**src/rtl/cordic_atan_seq.sv**
```systemverilog
// cordic_atan_seq: iterative vectoring-mode CORDIC giving atan2(y,x) and magnitude.
// Define CORDIC_GAIN_COMP_EN to add a 1-cycle GAIN state that removes the CORDIC gain.
module cordic_atan_seq #(
  parameter int ITER = 12,
  parameter int DW   = 32
) (
  input  logic                 rx_clk,
  input  logic                 rx_rst,
  input  logic                 rx_valid,
  output logic                 rx_ready,
  input  logic signed [DW-1:0] rx_x,
  input  logic signed [DW-1:0] rx_y,
  input  logic                 rx_flush,
  output logic                 tx_valid,
  input  logic                 tx_ready,
  output logic [11:0]          tx_z,
  output logic [DW+1:0]        tx_mag,
  output logic                 busy
);

  localparam int XW = DW + 2;

`ifdef CORDIC_GAIN_COMP_EN
  typedef enum logic [1:0] {IDLE, RUN, DONE, GAIN} state_t;
`else
  typedef enum logic [1:0] {IDLE, RUN, DONE} state_t;
`endif

  state_t state, state_nx;

  logic signed [XW-1:0] x, y;
  logic signed [XW-1:0] xs, ys;
  logic signed [XW-1:0] ext_x, ext_y;
  logic [11:0]          z;
  logic [3:0]           i;
  logic                 zero;
  logic                 last;
  logic                 neg;
  logic                 flip;

  function automatic logic [11:0] atan_lut(input logic [3:0] k);
    case (k)
      4'd0:    atan_lut = 12'd512;
      4'd1:    atan_lut = 12'd302;
      4'd2:    atan_lut = 12'd160;
      4'd3:    atan_lut = 12'd81;
      4'd4:    atan_lut = 12'd41;
      4'd5:    atan_lut = 12'd20;
      4'd6:    atan_lut = 12'd10;
      4'd7:    atan_lut = 12'd5;
      4'd8:    atan_lut = 12'd3;
      4'd9:    atan_lut = 12'd1;
      4'd10:   atan_lut = 12'd1;
      default: atan_lut = 12'd0;
    endcase
  endfunction

  assign ext_x = XW'(rx_x);
  assign ext_y = XW'(rx_y);
  assign flip  = rx_x[DW-1];
  assign xs    = x >>> i;
  assign ys    = y >>> i;
  assign last  = (i == 4'(ITER - 1));
  assign neg   = y[XW-1] ^ x[XW-1];

  always_ff @(posedge rx_clk) begin
    if (!rx_rst) state <= IDLE;
    else         state <= state_nx;
  end

  always_comb begin
    state_nx = state;
    case (state)
      IDLE: if (rx_valid) state_nx = RUN;
`ifdef CORDIC_GAIN_COMP_EN
      RUN:  if (last) state_nx = GAIN;
      GAIN: state_nx = DONE;
`else
      RUN:  if (last) state_nx = DONE;
`endif
      DONE: if (tx_ready) state_nx = IDLE;
      default: state_nx = IDLE;
    endcase
    if (rx_flush) state_nx = IDLE;
  end

  always_comb begin
    rx_ready = (state == IDLE);
    busy     = (state != IDLE);
    tx_valid = (state == DONE);
    tx_z     = tx_valid ? z : 12'd0;
    tx_mag   = tx_valid ? $unsigned(x) : '0;
  end

  // A zero vector has no angle; freezing z keeps the result at 0.
  always_ff @(posedge rx_clk) begin
    if (!rx_rst) begin
      x    <= '0;
      y    <= '0;
      z    <= '0;
      i    <= '0;
      zero <= 1'b0;
    end else begin
      case (state)
        IDLE: begin
          if (rx_valid && !rx_flush) begin
            x    <= flip ? -ext_x : ext_x;
            y    <= flip ? -ext_y : ext_y;
            z    <= flip ? 12'd2048 : 12'd0;
            i    <= '0;
            zero <= (rx_x == '0) && (rx_y == '0);
          end
        end
        RUN: begin
          x <= neg ? x - ys : x + ys;
          y <= neg ? y + xs : y - xs;
          if (!zero)
            z <= neg ? z - atan_lut(i) : z + atan_lut(i);
          i <= i + 4'd1;
        end
`ifdef CORDIC_GAIN_COMP_EN
        GAIN: x <= (x >>> 1) + (x >>> 3) - (x >>> 6) - (x >>> 9);
`endif
        default: ;
      endcase
    end
  end

endmodule

```
**config.mk**
```make
export PLATFORM = sky130hd
export DESIGN_NAME = cordic_atan_seq
export DESIGN_NICKNAME = d
export VERILOG_FILES = /design/src/rtl/cordic_atan_seq.sv
export SDC_FILE = /design/constraint.sdc
export NUM_CORES = 1
export LEC_CHECK = 0
export BUFFER_PORTS_ARGS = -buffer_cell sky130_fd_sc_hd__buf_4
export CAP_MARGIN = 25
export CORE_AREA = 2 2 169 171
export CTS_CLUSTER_SIZE = 28
export DETAILED_ROUTE_END_ITERATION = 10
export DIE_AREA = 0 0 171 173
export GPL_TIMING_DRIVEN = 0
export HOLD_SLACK_MARGIN = 0.02
export PLACE_DENSITY = 0.76
export SETUP_SLACK_MARGIN = 0.2
export SKIP_LAST_GASP = 1
export SYNTH_ARGS = -nofsm -noshare
export SYNTH_HDL_FRONTEND = slang
export SYNTH_SLANG_ARGS = --single-unit
```
**constraint.sdc**
```tcl
create_clock -name rx_clk -period 5.35 [get_ports rx_clk]
set_input_delay 0.535 -clock rx_clk [delete_from_list [all_inputs] [get_ports rx_clk]]
set_output_delay 0.535 -clock rx_clk [all_outputs]
set_load 0.02 [all_outputs]
```
==> run summary <==
Max stage delay on crit path -> 560 ps
Violated checks -> setup timing
Clk slew on worst S/H paths -> 80 ps
Avg Inst Size Synth -> 7.80 µm²
Total number of vias -> 17,800
Critical path buffer and inverter count -> 3
Fmax -> 173 MHz
Max Slew Vio Count -> 0
R2R setup slack -> -420 ps
Io pins -> 118
Overflow after GRT -> 0
Post-synth top area cell -> dfxtp_1
Routability Congestion -> 1.12
Worst slew pin tran -> 1260 ps
Die Width -> 171 µm
P per Cell Area -> 322 mW/mm²
GR Util All Layers -> 48.7%
Starting Density -> 54.3%
Placed Area -> 0.0164 mm²
Vias in the first global route -> 16,500
RSZ-0062 raised after global routing -> yes
Final ANT Viol Nets -> 0
Async SR Flop Fraction -> 0%
Hold slack -> 330 ps
CP max-delay cell -> mux4_2
Full die area -> 0.0296 mm²
CP max FO -> 5
DR pass1 iterations -> 7
DRC viols -> 0
CP required -> 5570 ps
Hold Violations, Final -> 0
Layout Skew -> 11.1 ps
Mapped Area -> 0.0150 mm²
Worst r2r path cells -> 22
CTS tree -> built
Synthesized instance count -> 1,924
Commonest cells post-synth -> nor2_1, nand2_1, a21oi_1
IR drop worst, VDD -> 0.218 mV
WL met3 -> 10.7 mm
Worst path top cell family by delay -> compound AO/OA/AOI/OAI gates
Post-DP HPWL -> 54.2 mm
Ys flop type -> dfxtp_1
DRT iter0 DRCs -> 2,756
Worst r2r dst -> y[30]$_SDFFE_PN0P_
Antenna Cells -> 0
Dominant cell by count in the synthesized netlist -> nor2_1
Min-delay worst type -> in -> reg
Site Rows -> 61
Die Y -> 173 µm
Top Layer Used -> met5
Yosys cell types -> 86
Top cell type's share of synthesized area -> 12.9%
Fin nets -> 2,318
Skew-Pair Late Insertion Delay -> 380 ps
Sequential-to-total area share from yosys stat -> 12.9%
Post-route design area -> 0.0188 mm²
Final Cycle Share -> 108%
First-pass GRT wire length -> 106 mm
MaxCap Viol Count -> 0
CTS HTree Levels -> 3
Run status -> complete, but fails checks
Layout cells sized above 1 -> 26.3%
Initial antenna violation count -> 2
Sink Count -> 97
M1 wire length -> 27.3 mm
CP Class -> reg -> reg
Max Buffers Root-to-Sink -> 2
Post-layout minimum cycle time -> 5770 ps
CP Launch Type -> flop
P_leak -> 7.66 nW
DRT Wirelength -> 75.1 mm
Clock buffer count from CTS -> 9
Met2 wire length -> 30.5 mm
Core area -> 0.0276 mm²
Stages on worst setup path -> 22
Wire length per cell -> 29.6 µm
# hold bufs at CTS -> 0
CP Capture Type -> flop
Worst R2R Start -> i[1]$_SDFFE_PN0P_
Crit-path cells -> buf_12 > mux4_2 > mux4_2 > or2_4 > a2111oi_4 > nand3_2 > or2_4 > inv_2 > a21oi_2 > xnor2_1 > ha_1 > clkbuf_8 > a21o_1 > a21oi_2 > o21ai_2 > a221oi_2 > nand2b_4 > a31oi_4 > or4_1 > a31oi_2 > xor2_1 > o32ai_1
Synthesized flop and latch total -> 97
Setup ws final -> -419 ps
Slew HR -> 15.7%
EDFF count, synth -> 0
Synth Warn # -> 0
# fillers -> 2,381
Area delta synth->final -> 25.2%
Worst endpoint data arrival time -> 5990 ps
Critical path capture point -> y[30]$_SDFFE_PN0P_
Root buffer cell -> clkbuf_16
Vias per cell -> 7.02
IO Port Bufs -> 116
Syn_nets -> 2,084
Setup-failing EPs final -> 18
CP startpoint -> i[1]$_SDFFE_PN0P_
Synth area leaders -> dfxtp_1, mux4_2, ha_1, xor2_1, xnor2_1
Largest net degree at the start of global routing -> 17
-- routing by layer --
metal / vias to the layer above / GRT usage, %
met5: - / 1.00
met3: 337 / 17.4
met4: 4 / 34.5
met1: 8440 / 61.5
met2: 1412 / 68.3
li1: 7636 / -
-- area by class of cell --
cell class | instances | area [µm²] | share of cell area [%]
Multi-Input combinational cell | 1660 | 13200 | 70.2
Sequential cell | 97 | 1950 | 10.4
Timing Repair Buffer | 224 | 1880 | 10.0
Buffer | 113 | 802 | 4.27
Tap cell | 378 | 473 | 2.52
Clock buffer | 9 | 225 | 1.20
Inverter | 53 | 200 | 1.07
Clock inverter | 6 | 67.6 | 0.360
-- worst min path at each step --
stage / from / end / slack, ps / depth (start not counted)
floorplan: z[10]$_SDFFE_PN0P_ / z[10]$_SDFFE_PN0P_ / 460 / 2
global placement: y[0]$_SDFFE_PN0P_ / y[0]$_SDFFE_PN0P_ / 490 / 2
detailed placement: y[0]$_SDFFE_PN0P_ / y[0]$_SDFFE_PN0P_ / 500 / 2
CTS: rx_flush / state[1]$_SDFFE_PP0P_ / 330 / 2
global route: rx_flush / state[1]$_SDFFE_PP0P_ / 340 / 2
finish: rx_flush / state[1]$_SDFFE_PP0P_ / 330 / 2
-- placed cells by master, fill, tap and decap left out, types with 13 or more instances in the layout --
| cell | netlist | routed |
|---|---|---|
| a21o_1 | 39 | 38 |
| nand3_1 | 33 | 29 |
| clkbuf_2 | 1 | 13 |
| o21ai_0 | 110 | 90 |
| and2_1 | 65 | 61 |
| o31ai_1 | 29 | 26 |
| a211oi_1 | 44 | 37 |
| xor2_1 | 95 | 92 |
| nor2b_1 | 47 | 44 |
| inv_1 | 52 | 51 |
| dfxtp_1 | 97 | 94 |
| nor2_1 | 182 | 177 |
| o22ai_1 | 22 | 22 |
| o21ai_2 | 0 | 13 |
| o21a_1 | 25 | 25 |
| nor3_1 | 36 | 31 |
| a21oi_1 | 138 | 123 |
| mux4_2 | 59 | 68 |
| nand2b_1 | 25 | 23 |
| a31oi_1 | 25 | 20 |
| buf_4 | 3 | 197 |
| clkbuf_1 | 72 | 49 |
| xnor2_1 | 91 | 83 |
| mux2i_1 | 41 | 37 |
| ha_1 | 88 | 81 |
| buf_6 | 7 | 30 |
| a21oi_2 | 0 | 13 |
| o211ai_1 | 20 | 20 |
| mux2_2 | 42 | 38 |
| nand2_1 | 168 | 165 |
-- cells by family (layout without fill, tap and decap cells) --
kind of cell	Yosys count	count (layout)	synth area share, %
muxes	152	152	16.5
adders and majority gates	91	91	7.74
AOI/OAI and AO/OA	573	573	25.3
DFF	97	97	12.9
and+or+nand+nor	658	658	21.8
xor gates and xnor gates	186	186	10.9
buffers and inverters	167	405	4.80
-- report_power, final --
| group | switching (W) | total [W] | internal, W |
|---|---|---|---|
| registers | 0.000216 | 0.00102 | 0.000801 |
| logic | 0.00243 | 0.00431 | 0.00189 |
| clock network | 0.000355 | 0.000718 | 0.000363 |
-- stage by stage --
stage / power [W] / utilization (%) / TNS (ps) / setup slack [ps] / cells
after global routing: 0.00629 / 68.0 / -5390 / -535 / 2540
after global placement: 0.00424 / 59.1 / -51050 / -1710 / 2418
final: 0.00605 / 68.0 / -3050 / -419 / 2540
after floorplan: 0.00341 / - / 0 / 229 / 1924
after detailed placement: 0.00431 / 59.4 / -48630 / -1660 / 2424
after CTS: 0.00543 / 64.6 / -692 / -172 / 2494
-- timing repair --
item	4_1_cts	5_1_grt
cloned	2	0
buffers inserted	53	41
endpoints found under the setup margin	56	45
gates resized for setup	188	121
pin swaps	56	73
No activity file was read; power rests on OpenSTA's default activity.
